<file path="config.mk">
export PLATFORM = sky130hd
export DESIGN_NAME = det_stream_arbiter
export DESIGN_NICKNAME = d
export VERILOG_FILES = /design/src/rtl/det_stream_arbiter.sv
export SDC_FILE = /design/constraint.sdc
export NUM_CORES = 1
export LEC_CHECK = 0
export CORE_ASPECT_RATIO = 1.75
export CORE_MARGIN = 3
export CORE_UTILIZATION = 40
export DETAILED_ROUTE_END_ITERATION = 6
export GPL_TIMING_DRIVEN = 0
export MAX_ROUTING_LAYER = met4
export PLACE_DENSITY = 0.66
export SYNTH_ARGS = -nofsm -noshare
export SYNTH_HDL_FRONTEND = slang
export SYNTH_SLANG_ARGS = --single-unit
</file>
<file path="constraint.sdc">
create_clock -name clk -period 5.2 [get_ports clk]
set_input_delay 0.52 -clock clk [delete_from_list [all_inputs] [get_ports clk]]
set_output_delay 0.52 -clock clk [all_outputs]
set_load 0.05 [all_outputs]
</file>
<file path="src/rtl/det_stream_arbiter.sv">
// rtl/det_stream_arbiter.sv - round-robin share of one serial pattern detector between two word requesters
module det_stream_arbiter #(
    parameter int W       = 8,
    parameter int CW      = 4,
    parameter int DET_LAT = 1
) (
    input  logic          clk,
    input  logic          reset,
    input  logic          req0,
    input  logic          req1,
    input  logic [W-1:0]  data0,
    input  logic [W-1:0]  data1,
    output logic          gnt0,
    output logic          gnt1,
    output logic          det_rst,
    output logic          det_in,
    input  logic          det_out,
    output logic          done,
    output logic          done_id,
    output logic [CW-1:0] match_cnt
);

    localparam int KMAX = W + DET_LAT;
    localparam int KW   = $clog2(KMAX + 1);

    typedef enum logic [2:0] {IDLE, CLR, SHIFT, DRAIN, DONE} state_t;

    state_t        state, state_nxt;
    logic [W-1:0]  sr;
    logic          cur_id;
    logic          last_id;
    logic [KW-1:0] k;
    logic [CW-1:0] cnt;
    logic [CW-1:0] cnt_nxt;
    logic          pick1;
    logic          hit;

    always_comb begin
        state_nxt = state;
        gnt0      = 1'b0;
        gnt1      = 1'b0;
        det_rst   = !reset;
        det_in    = 1'b0;
        done      = 1'b0;
        // requester 1 wins alone, or on a tie when requester 0 was served last
        pick1     = req1 && (!req0 || !last_id);
        case (state)
            IDLE: begin
                if (reset && (req0 || req1)) begin
                    gnt0      = !pick1;
                    gnt1      = pick1;
                    state_nxt = CLR;
                end
            end
            CLR: begin
                det_rst   = 1'b1;
                state_nxt = SHIFT;
            end
            SHIFT: begin
                det_in = reset & sr[W-1];
                if (k == KW'(W - 1))
                    state_nxt = (DET_LAT == 0) ? DONE : DRAIN;
            end
            DRAIN: begin
                if (k == KW'(KMAX - 1))
                    state_nxt = DONE;
            end
            DONE: begin
                done      = reset;
                state_nxt = IDLE;
            end
            default: state_nxt = IDLE;
        endcase
        // only count flags that belong to bits of this word, skipping the detector latency
        hit     = (state == SHIFT || state == DRAIN) && det_out && (k >= KW'(DET_LAT));
        cnt_nxt = cnt + CW'(hit);
    end

    always_ff @(posedge clk) begin
        if (!reset) begin
            state     <= IDLE;
            sr        <= '0;
            cur_id    <= 1'b0;
            last_id   <= 1'b1;
            k         <= '0;
            cnt       <= '0;
            done_id   <= 1'b0;
            match_cnt <= '0;
        end else begin
            state <= state_nxt;
            if (gnt0 || gnt1) begin
                sr      <= gnt1 ? data1 : data0;
                cur_id  <= gnt1;
                last_id <= gnt1;
            end
            if (state == CLR) begin
                k   <= '0;
                cnt <= '0;
            end else if (state == SHIFT || state == DRAIN) begin
                k   <= k + KW'(1);
                cnt <= cnt_nxt;
                if (state == SHIFT)
                    sr <= {sr[W-2:0], 1'b0};
            end
            // results are published on entry to DONE and held until the next one
            if (state_nxt == DONE && state != DONE) begin
                done_id   <= cur_id;
                match_cnt <= cnt_nxt;
            end
        end
    end

endmodule

</file>
==> impl_summary.md <==
Detailed routing
The per-cell routed wire length is around 15 um. Across all layers, the routed design uses around 1,300 vias. In the routed design, unresolved DRC markers number 0. In the routed layout, each cell is associated on average with a via count of 5.56. The number of DRC markers in iteration 0 is 20. The count of nets left with antenna violations after detail routing is 0. Before antenna repair, the detailed router went through 4 iterations.

For this block, the routed nets add up to 3470 um of wire.

Place
After legalization and detailed placement, the total HPWL measured 2720 um. Port buffering added 30 buffers. The post-placement cell count is 228. Prior to clock tree synthesis, the placed netlist has a worst setup slack of 1.91 ns.

The global placement routability congestion is roughly 0.74. After detailed placement, the total cell area comes to about 0.0017 mm^2.

STA
The final cycle utilization of the critical path is 0.630. The actual transition at the worst max-transition pin is 0.754 ns. The post-route setup TNS is 0 ns. The highest clock frequency the design can meet is 305 MHz. Setup repair after global routing left no endpoint under its margin. The max-slew violation count was 0. The clock skew is slightly below 0.006 ns.

Measured against its own limit, the worst slew margin works out to 0.495. Setup violations remaining at the end of the flow were counted as 0. After layout, the minimum clock period comes to 3.28 ns.

The count of endpoints failing hold in the final timing report is 0. The final critical-path setup slack is 1.92 ns.

Layout
After the flow finishes, the layout carries non-filler instances totaling about 230. The net count reported at finish is ~220. Of the cells placed in the final design, the portion with a size suffix greater than 1 is 0.101.

Compared with the post-synthesis result, the final layout area differs by 28.7%. The sequential cells in the finished layout cover a total of 520 um^2. Counting the fill cells in the layout gives 302. The number of antenna repair diodes is 0. The area of all placed cells without fillers is between 0.0015 and 0.002 mm^2. The area occupied by multi-input gates is between 700 and 800 um^2. For this run, the share of the core covered by cells in the final layout is 0.552.

Clock tree
The insertion delay of the later-clocked pin in the worst-skew pair is 0.27 ns. The clock slew seen by the registers of the worst setup and hold paths is 0.09 ns. The CTS tree is yes. The cell at the root of the clock tree is clkbuf_8. The number of buffers added by the clock tree synthesis step is 3. The number of H-tree branching levels is 1.

The buffers inserted during post-CTS setup optimization is 0. The quantity of hold-fixing buffers added after cts is 0. The number of instances resized during post-cts repair is 0.

In this run the deepest clock path goes through 2 buffers. The TritonCTS sink count is 26.

Power
VDD sags by at most 181 uV. The cell area power density is around 230 mW/mm^2. The leakage power is ~0.65 nW.

Die
The core region is 0.00321 mm^2. 31 I/O pins were placed. The die is between 80 and 90 um tall. The die is 50.4 um wide. The area enclosed by the die boundary is approximately 0.0042 mm^2. The starting density of the core is 0.429.

The row count is 27.

Global route
The via count of the first global-routing pass is 1,340. The initial antenna violation count is 0. The total routing resource utilization after global routing is 0.184. The global-route congestion overflow total is 0. The pin count of the biggest net entering global routing is 14. The first-pass GRT wire length is 6090 um.

Critical path
The category of the worst setup path capture point is an output port. Data on the critical path arrives at its endpoint at around 2.8 ns. The critical setup path kind is input pin to output port.

Along the worst path, the maximum fanout reaches 9. The type of origin of the critical path is an input pin. STA puts the critical path data required time at 4.68 ns.

Logic synthesis
The netlist area before placement is 0.00138 mm^2. The net count after synthesis is roughly 180. The number of enable-type register cells in the synthesized netlist is 0. The flop and latch count out of synthesis is 26. Dividing the synthesized area by the synthesized cell count gives 8.89 um^2. The post-synthesis sequential area ratio is 0.378.

The most area-hungry cell type in the Yosys netlist is dfxtp_1. The area fraction of the dominant cell type after synthesis is 0.378. The synthesized netlist contains 42 unique library cells. In the synthesized netlist, the cells that appear most often are 26 x dfxtp_1, 14 x a21oi_1, 14 x inv_1, 12 x o21ai_0, 9 x nand2_1. During synthesis, Yosys emitted a total of 0 warnings. The post-synthesis instance total is about 160. In the synthesized netlist the dominant register cell turns out to be dfxtp_1. By instance count, the leading cell after synthesis is dfxtp_1.

Sorting the synthesized cells by area gives the leading types as dfxtp_1 38%, a21oi_1 5.1%, ha_1 4.5%. The share of synthesized registers carrying an async set or reset is 0.

Outcome
The flow ran to the end, and the final reports show no timing, DRC or antenna violations.

Run
Across the run, the number of max-cap violations was 0.

Min path
The path class of the tightest hold or removal check is flip-flop to flip-flop.
cells by family (layout without fill, tap and decap cells):
family	Yosys count	count (layout)	share of synthesized area
and+or+nand+nor	42	42	0.189
DFF	26	26	0.378
adders and majority gates	5	5	0.0454
AOI/OAI and AO/OA	54	54	0.276
xor gates and xnor gates	4	4	0.0254
buffers and inverters	24	57	0.0863
final timing paths:
kind | from | cells past startpoint | to | slack [ns]
setup / recovery | reset | 5 | gnt0 | 1.92
hold / removal | sr[5] | 2 | sr[5] | 0.47
setup reg to reg | k[0] | 8 | match_cnt[2] | 3.18
hold reg to reg | sr[5] | 2 | sr[5] | 0.47
worst max-delay path: stages:
cell	delay (ns)
clkdlybuf4s50_1	0.57
nor4b_4	0.51
o21ai_2	0.19
a21oi_1	0.15
clkdlybuf4s50_1	0.81
cell usage in the layout, fill, tap and decap left out, types with 2 or more instances in the layout:
cell and n:
clkdlybuf4s50_1 30, dfxtp_1 26, inv_1 14, a21oi_1 14, o21ai_0 12, nand2_1 9
nand3_1 8, o32ai_1 7, a221oi_1 7, nor2_1 5, ha_1 5, nand2b_1 3
clkbuf_1 3, nor2b_1 3, xor2_1 3, clkbuf_8 3, buf_6 2, buf_2 2
o31ai_2 2, o21ai_1 2, or3_1 2, o221ai_1 2, nand3b_1 2, a311oi_1 2
cell type report:
class | instances | area share
Sequential cell | 26 | 0.294
Timing Repair Buffer | 30 | 0.169
Buffer | 9 | 0.0353
Inverter | 15 | 0.0318
Clock buffer | 3 | 0.0233
Tap cell | 43 | 0.0303
Multi-Input combinational cell | 105 | 0.416
layer usage:
layer  part of all wire  track usage
met5                  0            -
met4              0.014       0.0686
met3              0.060       0.0465
met2               0.54        0.331
met1               0.38        0.185
registers in the layout, indices dropped and copies added, names as in the netlist:
name,count
sr,8
last_id,1
cnt,4
state,3
done_id,1
cur_id,1
match_cnt,4
k,4
through the flow:
stage          power [W]  hold slack (ns)
5_1_grt         0.000436            0.497
6_report        0.000411            0.465
4_1_cts         0.000417            0.470
3_5_place_dp    0.000303            0.457
2_1_floorplan   0.000269            0.437
3_3_place_gp    0.000302            0.450
report_power, final:
group          leakage (nW)  switching (W)  internal (W)
registers             0.213     0.00000633      0.000209
clock network        0.0216      0.0000613     0.0000519
logic                 0.415      0.0000441     0.0000383
total                 0.649       0.000112      0.000299
(Power assumes the default switching activity.)
